[src/rtl/trojan_seq_injector_if.sv]
// trojan_seq_injector_if: control+handshake bundle (start, abort, out_ready, out_valid, out_data[127:0], seq_idx[1:0], busy, done) between host, injector and AES input
interface trojan_seq_injector_if;
  logic         start;
  logic         abort;
  logic         out_ready;
  logic         out_valid;
  logic [127:0] out_data;
  logic [1:0]   seq_idx;
  logic         busy;
  logic         done;
  modport master(input start, abort, out_ready, output out_valid, out_data, seq_idx, busy, done);
  modport slave(output start, abort, out_ready, input out_valid, out_data, seq_idx, busy, done);
endinterface

[src/rtl/trojan_seq_injector.sv]
// trojan_seq_injector: issues W0..W3 with a GAP_CYCLES idle gap between words; ports clk, rst (async high), bus (start/abort/out_ready in; out_valid/out_data/seq_idx/busy/done out, all registered)
module trojan_seq_injector #(
  parameter logic [127:0] W0 = 128'h3243f6a8_885a308d_313198a2_e0370734,
  parameter logic [127:0] W1 = 128'h00112233_44556677_8899aabb_ccddeeff,
  parameter logic [127:0] W2 = 128'h0,
  parameter logic [127:0] W3 = 128'h1,
  parameter int GAP_CYCLES = 2
) (
  input logic clk,
  input logic rst,
  trojan_seq_injector_if.master bus
);
  typedef enum logic [1:0] {IDLE, SEND, GAP, DONE} state_t;
  localparam logic [7:0] GAP_LD = 8'(GAP_CYCLES);
  state_t       state_q, state_d;
  logic [7:0]   cnt_q, cnt_d;
  logic [1:0]   idx_q, idx_d;
  logic         valid_q, valid_d;
  logic         busy_q, busy_d;
  logic         done_q, done_d;
  logic [127:0] data_q, data_d;
  always_comb begin
    state_d = state_q;
    idx_d = idx_q;
    cnt_d = cnt_q;
    if (state_q != IDLE && bus.abort) begin
      state_d = IDLE;
      idx_d = 2'd0;
      cnt_d = 8'd0;
    end else begin
      case (state_q)
        IDLE: if (bus.start) state_d = SEND;
        SEND: if (bus.out_ready) begin
          if (idx_q == 2'd3) state_d = DONE;
          else if (GAP_LD == 8'd0) idx_d = idx_q + 2'd1;
          else begin
            state_d = GAP;
            cnt_d = GAP_LD;
          end
        end
        GAP: begin
          cnt_d = cnt_q - 8'd1;
          if (cnt_q <= 8'd1) begin
            state_d = SEND;
            idx_d = idx_q + 2'd1;
            cnt_d = 8'd0;
          end
        end
        default: begin
          state_d = IDLE;
          idx_d = 2'd0;
        end
      endcase
    end
    valid_d = state_d == SEND;
    busy_d = state_d != IDLE;
    done_d = state_d == DONE;
    data_d = !valid_d ? 128'h0 : idx_d == 2'd0 ? W0 : idx_d == 2'd1 ? W1 : idx_d == 2'd2 ? W2 : W3;
  end
  always_ff @(posedge clk or posedge rst) begin
    if (rst) begin
      state_q <= IDLE;
      cnt_q <= 8'd0;
      idx_q <= 2'd0;
      valid_q <= 1'b0;
      busy_q <= 1'b0;
      done_q <= 1'b0;
      data_q <= 128'h0;
    end else begin
      state_q <= state_d;
      cnt_q <= cnt_d;
      idx_q <= idx_d;
      valid_q <= valid_d;
      busy_q <= busy_d;
      done_q <= done_d;
      data_q <= data_d;
    end
  end
  assign bus.out_valid = valid_q;
  assign bus.out_data = data_q;
  assign bus.seq_idx = idx_q;
  assign bus.busy = busy_q;
  assign bus.done = done_q;
endmodule
[src/flat_wrapper.sv]
// flat-port wrapper written by rule: the top's interface ports become plain ports
module trojan_seq_injector_flat 
#(
  parameter logic [127:0] W0 = 128'h3243f6a8_885a308d_313198a2_e0370734,
  parameter logic [127:0] W1 = 128'h00112233_44556677_8899aabb_ccddeeff,
  parameter logic [127:0] W2 = 128'h0,
  parameter logic [127:0] W3 = 128'h1,
  parameter int GAP_CYCLES = 2
)
  (clk, rst, bus_start, bus_abort, bus_out_ready, bus_out_valid, bus_out_data, bus_seq_idx, bus_busy, bus_done);
  trojan_seq_injector_if bus_i ();
  input logic clk;
  input logic rst;
  input wire logic [$bits(bus_i.start)-1:0] bus_start;
  input wire logic [$bits(bus_i.abort)-1:0] bus_abort;
  input wire logic [$bits(bus_i.out_ready)-1:0] bus_out_ready;
  output wire logic [$bits(bus_i.out_valid)-1:0] bus_out_valid;
  output wire logic [$bits(bus_i.out_data)-1:0] bus_out_data;
  output wire logic [$bits(bus_i.seq_idx)-1:0] bus_seq_idx;
  output wire logic [$bits(bus_i.busy)-1:0] bus_busy;
  output wire logic [$bits(bus_i.done)-1:0] bus_done;
  assign bus_i.start = bus_start;
  assign bus_i.abort = bus_abort;
  assign bus_i.out_ready = bus_out_ready;
  assign bus_out_valid = bus_i.out_valid;
  assign bus_out_data = bus_i.out_data;
  assign bus_seq_idx = bus_i.seq_idx;
  assign bus_busy = bus_i.busy;
  assign bus_done = bus_i.done;
  trojan_seq_injector #(.W0(W0), .W1(W1), .W2(W2), .W3(W3), .GAP_CYCLES(GAP_CYCLES)) u_core (.clk(clk), .rst(rst), .bus(bus_i));
endmodule
[config.mk]
export PLATFORM = sky130hd
export DESIGN_NAME = trojan_seq_injector_flat
export DESIGN_NICKNAME = d
export VERILOG_FILES = /design/src/rtl/trojan_seq_injector_if.sv /design/src/rtl/trojan_seq_injector.sv /design/src/flat_wrapper.sv
export SDC_FILE = /design/constraint.sdc
export NUM_CORES = 1
export LEC_CHECK = 0
export BUFFER_PORTS_ARGS = -buffer_cell sky130_fd_sc_hd__buf_2
export CORE_MARGIN = 2
export CORE_UTILIZATION = 30
export DETAILED_ROUTE_END_ITERATION = 10
export SYNTH_ARGS = -nofsm -noshare
export SYNTH_HDL_FRONTEND = slang
export SYNTH_SLANG_ARGS = --single-unit
[constraint.sdc]
create_clock -name clk -period 4.35 [get_ports clk]
set_clock_uncertainty 0.1 [all_clocks]
set_input_delay 0.2175 -clock clk [delete_from_list [all_inputs] [get_ports clk]]
set_output_delay 0.2175 -clock clk [all_outputs]
set_load 0.01 [all_outputs]
---- Word-level counts from Yosys, hierarchy flattened ----
Cells that the tools add are included.
W data, S select, Z words.
storage, ports and cells
  bits in registers ....................... 143
  output and inout port bits .............. 133
  bits of input ports ..................... 5
cells by class
  equal/unequal tests ..................... 9
  mux-type cells .......................... 18
  magnitude comparators ................... 1
  add/sub/neg operators ................... 2
  reduce and logical (&&, ||, !) cells .... 8
operator list
  operator               count
  $mux W128              3
  $mux W8                4
  $pmux W8 S2            1
  $mux W2                6
  $eq A2 B2 Y1 const B   4
  $le A8 B1 Y1 const B   1
  $sub A8 B1 Y8 const B  1
  $eq A2 B1 Y1 const B   3
  $ne A3 B2 Y1 const B   2
  $pmux W2 S3            1
  $logic_not A2 Y1       2
  $pmux W2 S2            1
  $reduce_bool A2 Y1     2
  $reduce_and A3 Y1      1
  $reduce_bool A3 Y1     1
  $add A2 B1 Y2 const B  1
  $mux W1                2
  $reduce_or A2 Y1       1
  $logic_and A1 B1 Y1    1

---- Depth between registers and ports, before layout ----
  word-level depth ........................ 9
  depth in mapped cells ................... 8
  mapped depth without buffers ............ 7

---- Worst setup path before layout ----
OpenSTA, ideal clock, no wires.
  path kind ............................... reg2reg
  from .................................... reg u_core.cnt_q[4]
  to ...................................... reg u_core.data_q[116], in the netlist u_core.bus.out_data[116]
  clock period less this slack ............ 1.816 ns
  path slack .............................. 2.534 ns
  stages on the path, launching flop included .. 6
  data arrival time ....................... 1.643 ns
  library setup time ...................... 0.073 ns
  path through ............................ dfrtp_1 > or4_4 > o31ai_2 > a211o_2 > nand3_2 > nor2b_1
on the way
  longest elaborated chain between the ends .. 8
  elaborated cells on any way between the ends .. 13
  classes of those cells .................. order compare: 1; eq/ne: 2; mux: 9; reduce/logical: 1
ends and longest elaborated chain
  what                     line                       source
  start, declared          trojan_seq_injector.sv:16  logic [7:0] cnt_q, cnt_d;
  start signal, assigned   trojan_seq_injector.sv:71  cnt_q <= cnt_d;
  $le A8 B1 Y1 *           trojan_seq_injector.sv:43  if (cnt_q <= 8'd1) begin
  $mux W2                  trojan_seq_injector.sv:43
  $pmux W2 S2              trojan_seq_injector.sv:31  case (state_q)
  $mux W2                  trojan_seq_injector.sv:26  if (state_q != IDLE && bus.abort) begin
  $eq A2 B1 Y1             trojan_seq_injector.sv:58  data_d = !valid_d ? 128'h0 : idx_d == 2'd0 ? W0 : idx_d == 2'd1 ? W1 : idx_d == 2'd2 ? W2 : W3;
  $mux W128 (2 in series)  trojan_seq_injector.sv:58
  $mux W128 *              trojan_seq_injector.sv:58
  end signal, assigned     trojan_seq_injector.sv:76  data_q <= data_d;
  end, declared            trojan_seq_injector.sv:21  logic [127:0] data_q, data_d;
Mark *: on every way between the ends. The rest lies on a longest branch, timed or not.
A chain may end at the register's enable or synchronous reset.

---- Worst setup path in the final report ----
  from .................................... reg u_core.state_q[0]
  to ...................................... reg u_core.data_q[116], in the netlist u_core.bus.out_data[116]
on the way
  longest elaborated chain between the ends .. 8
  elaborated cells on any way between the ends .. 19
  classes of those cells .................. eq/ne: 4; mux: 10; reduce/logical: 5
ends and longest elaborated chain
  what                                              line                       source
  start, declared                                   trojan_seq_injector.sv:15  state_t state_q, state_d;
  start signal, assigned                            trojan_seq_injector.sv:70  state_q <= state_d;
  $eq A2 B1 Y1 or $logic_not A2 Y1 (tied branches)  trojan_seq_injector.sv:31
  $reduce_or A2 Y1 (no source line)                 -
  $pmux W2 S2                                       trojan_seq_injector.sv:31
  $mux W2                                           trojan_seq_injector.sv:26
  $eq A2 B1 Y1                                      trojan_seq_injector.sv:58
  $mux W128 (2 in series)                           trojan_seq_injector.sv:58
  $mux W128 *                                       trojan_seq_injector.sv:58
Marked as above.

==> flow_summary.ini <==
[global_routing]
grt-ovfl-total = 0
antenna_found_initial = 0
groute.usage.overall = 0.0767
grt_max_degree = 38
grt_pass1_wl_um = 4600
grt_pass1_vias = 958

[logic_synthesis]
syn_avg_cell_area_sq_um = 8.61
yosysSeqAreaShare = 0.236
synth.distinct_cells = 35
synth_area_leaders = buf_4 (46%), dfrtp_1 (24%), ha_1 (4.3%)
synth_top_area_frac = 0.462
synth_seq_cells = 19
synth_area_sq_um = 2010
async_reset_ff_frac = 1.00
ys_warn_count = 0
synthTopCellsByCount = buf_4 (124), dfrtp_1 (19), nor2_1 (17), inv_1 (12), ha_1 (7)
yosysMostFrequentCell = buf_4
synthFlopType = dfrtp_1
synthCells = 234
yosys.area.top_type = buf_4
synth-edff-count = 0

[timing]
fmax_mhz = 472
fin_crit_ns = 2.12
rsz0062_at_grt = no
hold_viol_final = 0
max-slew-margin-rel = 0.518
timing.final.crit_share = 0.488
tightestPinTransition_ns = 0.722
tns_ns = 0
drv_slew = 0
setup_violations = 0

[power_and_ir_drop]
pwr_density_cell_nw_per_um2 = 726
switching_share = 0.510
p_clk_frac = 0.093
netSwitchingPower_w = 0.000686
seqPwrFrac = 0.244
peakVddDrop_mv = 0.288
p_int_w = 0.000659
pwr-share-comb = 0.663
p_leak_nw = 1.17

[drt]
firstDrtPassIters = 5
drt_iter0_markers = 36
post_drt_wl_per_cell_um = 10.1
antenna_left = 0
drc = 0
routed_wl_um = 3300
viasPerCell = 3.81
num_vias = 1242

[setup_path]
critical_path_peak_fanout = 9
critical_path_class = reg2reg
cp.arrival_ns = 2.22
cp-end-kind = flip-flop
required_ns = 4.45
crit_path_start_kind = flip-flop

[clock_tree]
insertion_delay_ns = 0.26
cts_root_buf = clkbuf_8
cts.clk_slew.worst_paths_ns = 0.08
h-tree-depth = 1
cts_num_sinks = 19
cts_tree = built
post_cts_buffers = 0
clockBufferDepth = 2
cts_buffers = 3

[die]
initial_utilization = 0.314
fp.dieH_um = 85.9
core_area_sq_um = 6420
pin_count = 138
die_area_sq_um = 7390
rows = 29
fp.dieW_um = 85.9

[placement]
port_buffers = 100
dpl.hpwl_um = 2590
dp.cells = 321
gp_congestion = 0.786

[min_path]
hold_path_class = in2reg

[layout]
diodes = 0
drive_gt1_frac = 0.466
syn_to_final_growth_pct = -8.01
instances_no_fill = 326
finalNetCount = 262
fillCellCount = 701

[run_status]
status = finished, final reports clean

[run]
maxCapViolCount = 0
-- metrics by stage --
| stage | util | total power, W | hold slack (ns) | setup WS, ns | cell area, sq um |
|---|---|---|---|---|---|
| after floorplan | - | 0.00127 | 0.0686 | 2.53 | 2150 |
| after global placement | 0.280 | 0.00122 | 0.261 | 2.40 | 1800 |
| after detailed placement | 0.280 | 0.00123 | 0.269 | 2.30 | 1800 |
| after CTS | 0.289 | 0.00136 | 0.274 | 2.28 | 1850 |
| after global routing | 0.289 | 0.00147 | 0.295 | 2.10 | 1850 |
| final | 0.289 | 0.00135 | 0.281 | 2.23 | 1850 |
-- worst paths after layout --
kind                       cells after the start                  endpoint  slack (ns)               from
max in group asynchronous                      3     u_core.bus.seq_idx[0]        3.21                rst
min in group asynchronous                      3           u_core.cnt_q[1]        0.50                rst
max                                            7  u_core.bus.out_data[116]        2.23  u_core.state_q[0]
max reg2reg                                    7  u_core.bus.out_data[116]        2.23  u_core.state_q[0]
min reg2reg                                    2           u_core.cnt_q[7]        0.47    u_core.cnt_q[7]
min                                            4     u_core.bus.seq_idx[0]        0.28          bus_abort
-- flip-flops by register name, summed over array words and instances (netlist names) --
name	flops
u_core.bus.out_valid	1
u_core.bus.seq_idx	2
u_core.bus.done	1
u_core.cnt_q	8
u_core.bus.busy	1
u_core.state_q	2
u_core.bus.out_data	4
-- cell families after synthesis --
family | Yosys count | share of synthesized area
adders and majority gates | 7 | 0.0435
AOI/OAI and AO/OA | 22 | 0.0826
xor gates and xnor gates | 8 | 0.0348
muxes | 1 | 0.00559
and+or+nand+nor | 38 | 0.102
buffers and inverters | 138 | 0.494
DFF | 19 | 0.236
other | 1 | 0.00186
-- cell usage in the layout (no fill, tap or decap), types with 2 or more instances in the layout --
cell type / instances
inv_1: 12
buf_2: 100
clkbuf_8: 3
nor2b_1: 4
ha_1: 7
a21oi_1: 4
dfrtp_1: 19
nor2_1: 17
xor2_1: 6
a31oi_1: 2
xnor2_1: 2
o21ai_0: 5
or2_2: 2
nand2_1: 5
o211ai_1: 4
conb_1: 37
-- routing by layer --
| layer | global-route usage | routed length, um |
|---|---|---|
| met1 | 0.0923 | 1260 |
| met2 | 0.135 | 1670 |
| met3 | 0.0212 | 331 |
| met4 | 0.0173 | 42 |
| met5 | 0 | 0 |
-- power by group through the flow --
stage	combinational [W]	sequential (W)	clock, W
after detailed placement	0.000897	0.000335	0
after global placement	0.000891	0.000328	0
final	0.000892	0.000328	0.000126
after global routing	0.000982	0.000348	0.000139
after floorplan	0.000926	0.000342	0
after CTS	0.000901	0.000332	0.000132
-- repair_timing --
| action | 4_1_cts | 5_1_grt |
|---|---|---|
| resized for setup | 0 | 0 |
| setup endpoints to repair | 0 | 0 |
| endpoints found under the hold margin | 19 | 0 |
| hold buffers | 1 | 0 |
-- cell type report --
| type | instances | area (sq um) | area share |
|---|---|---|---|
| multi-input combinational | 113 | 679 | 0.367 |
| timing repair buffer | 101 | 510 | 0.275 |
| sequential | 19 | 475 | 0.257 |
| tap | 77 | 96.3 | 0.0520 |
| inverter | 12 | 45.0 | 0.0243 |
| clock buffer | 3 | 41.3 | 0.0223 |
| clock inverter | 1 | 5.00 | 0.00270 |
-- worst max-delay path: stages (launching register included) --
cell	delay, ns
dfrtp_1	0.44
inv_1	0.09
ha_1	0.25
nor2b_1	0.54
or2_4	0.26
a211o_2	0.15
nand3_2	0.09
nor2b_1	0.13
Note: power is estimated with default switching activity, not from simulation.
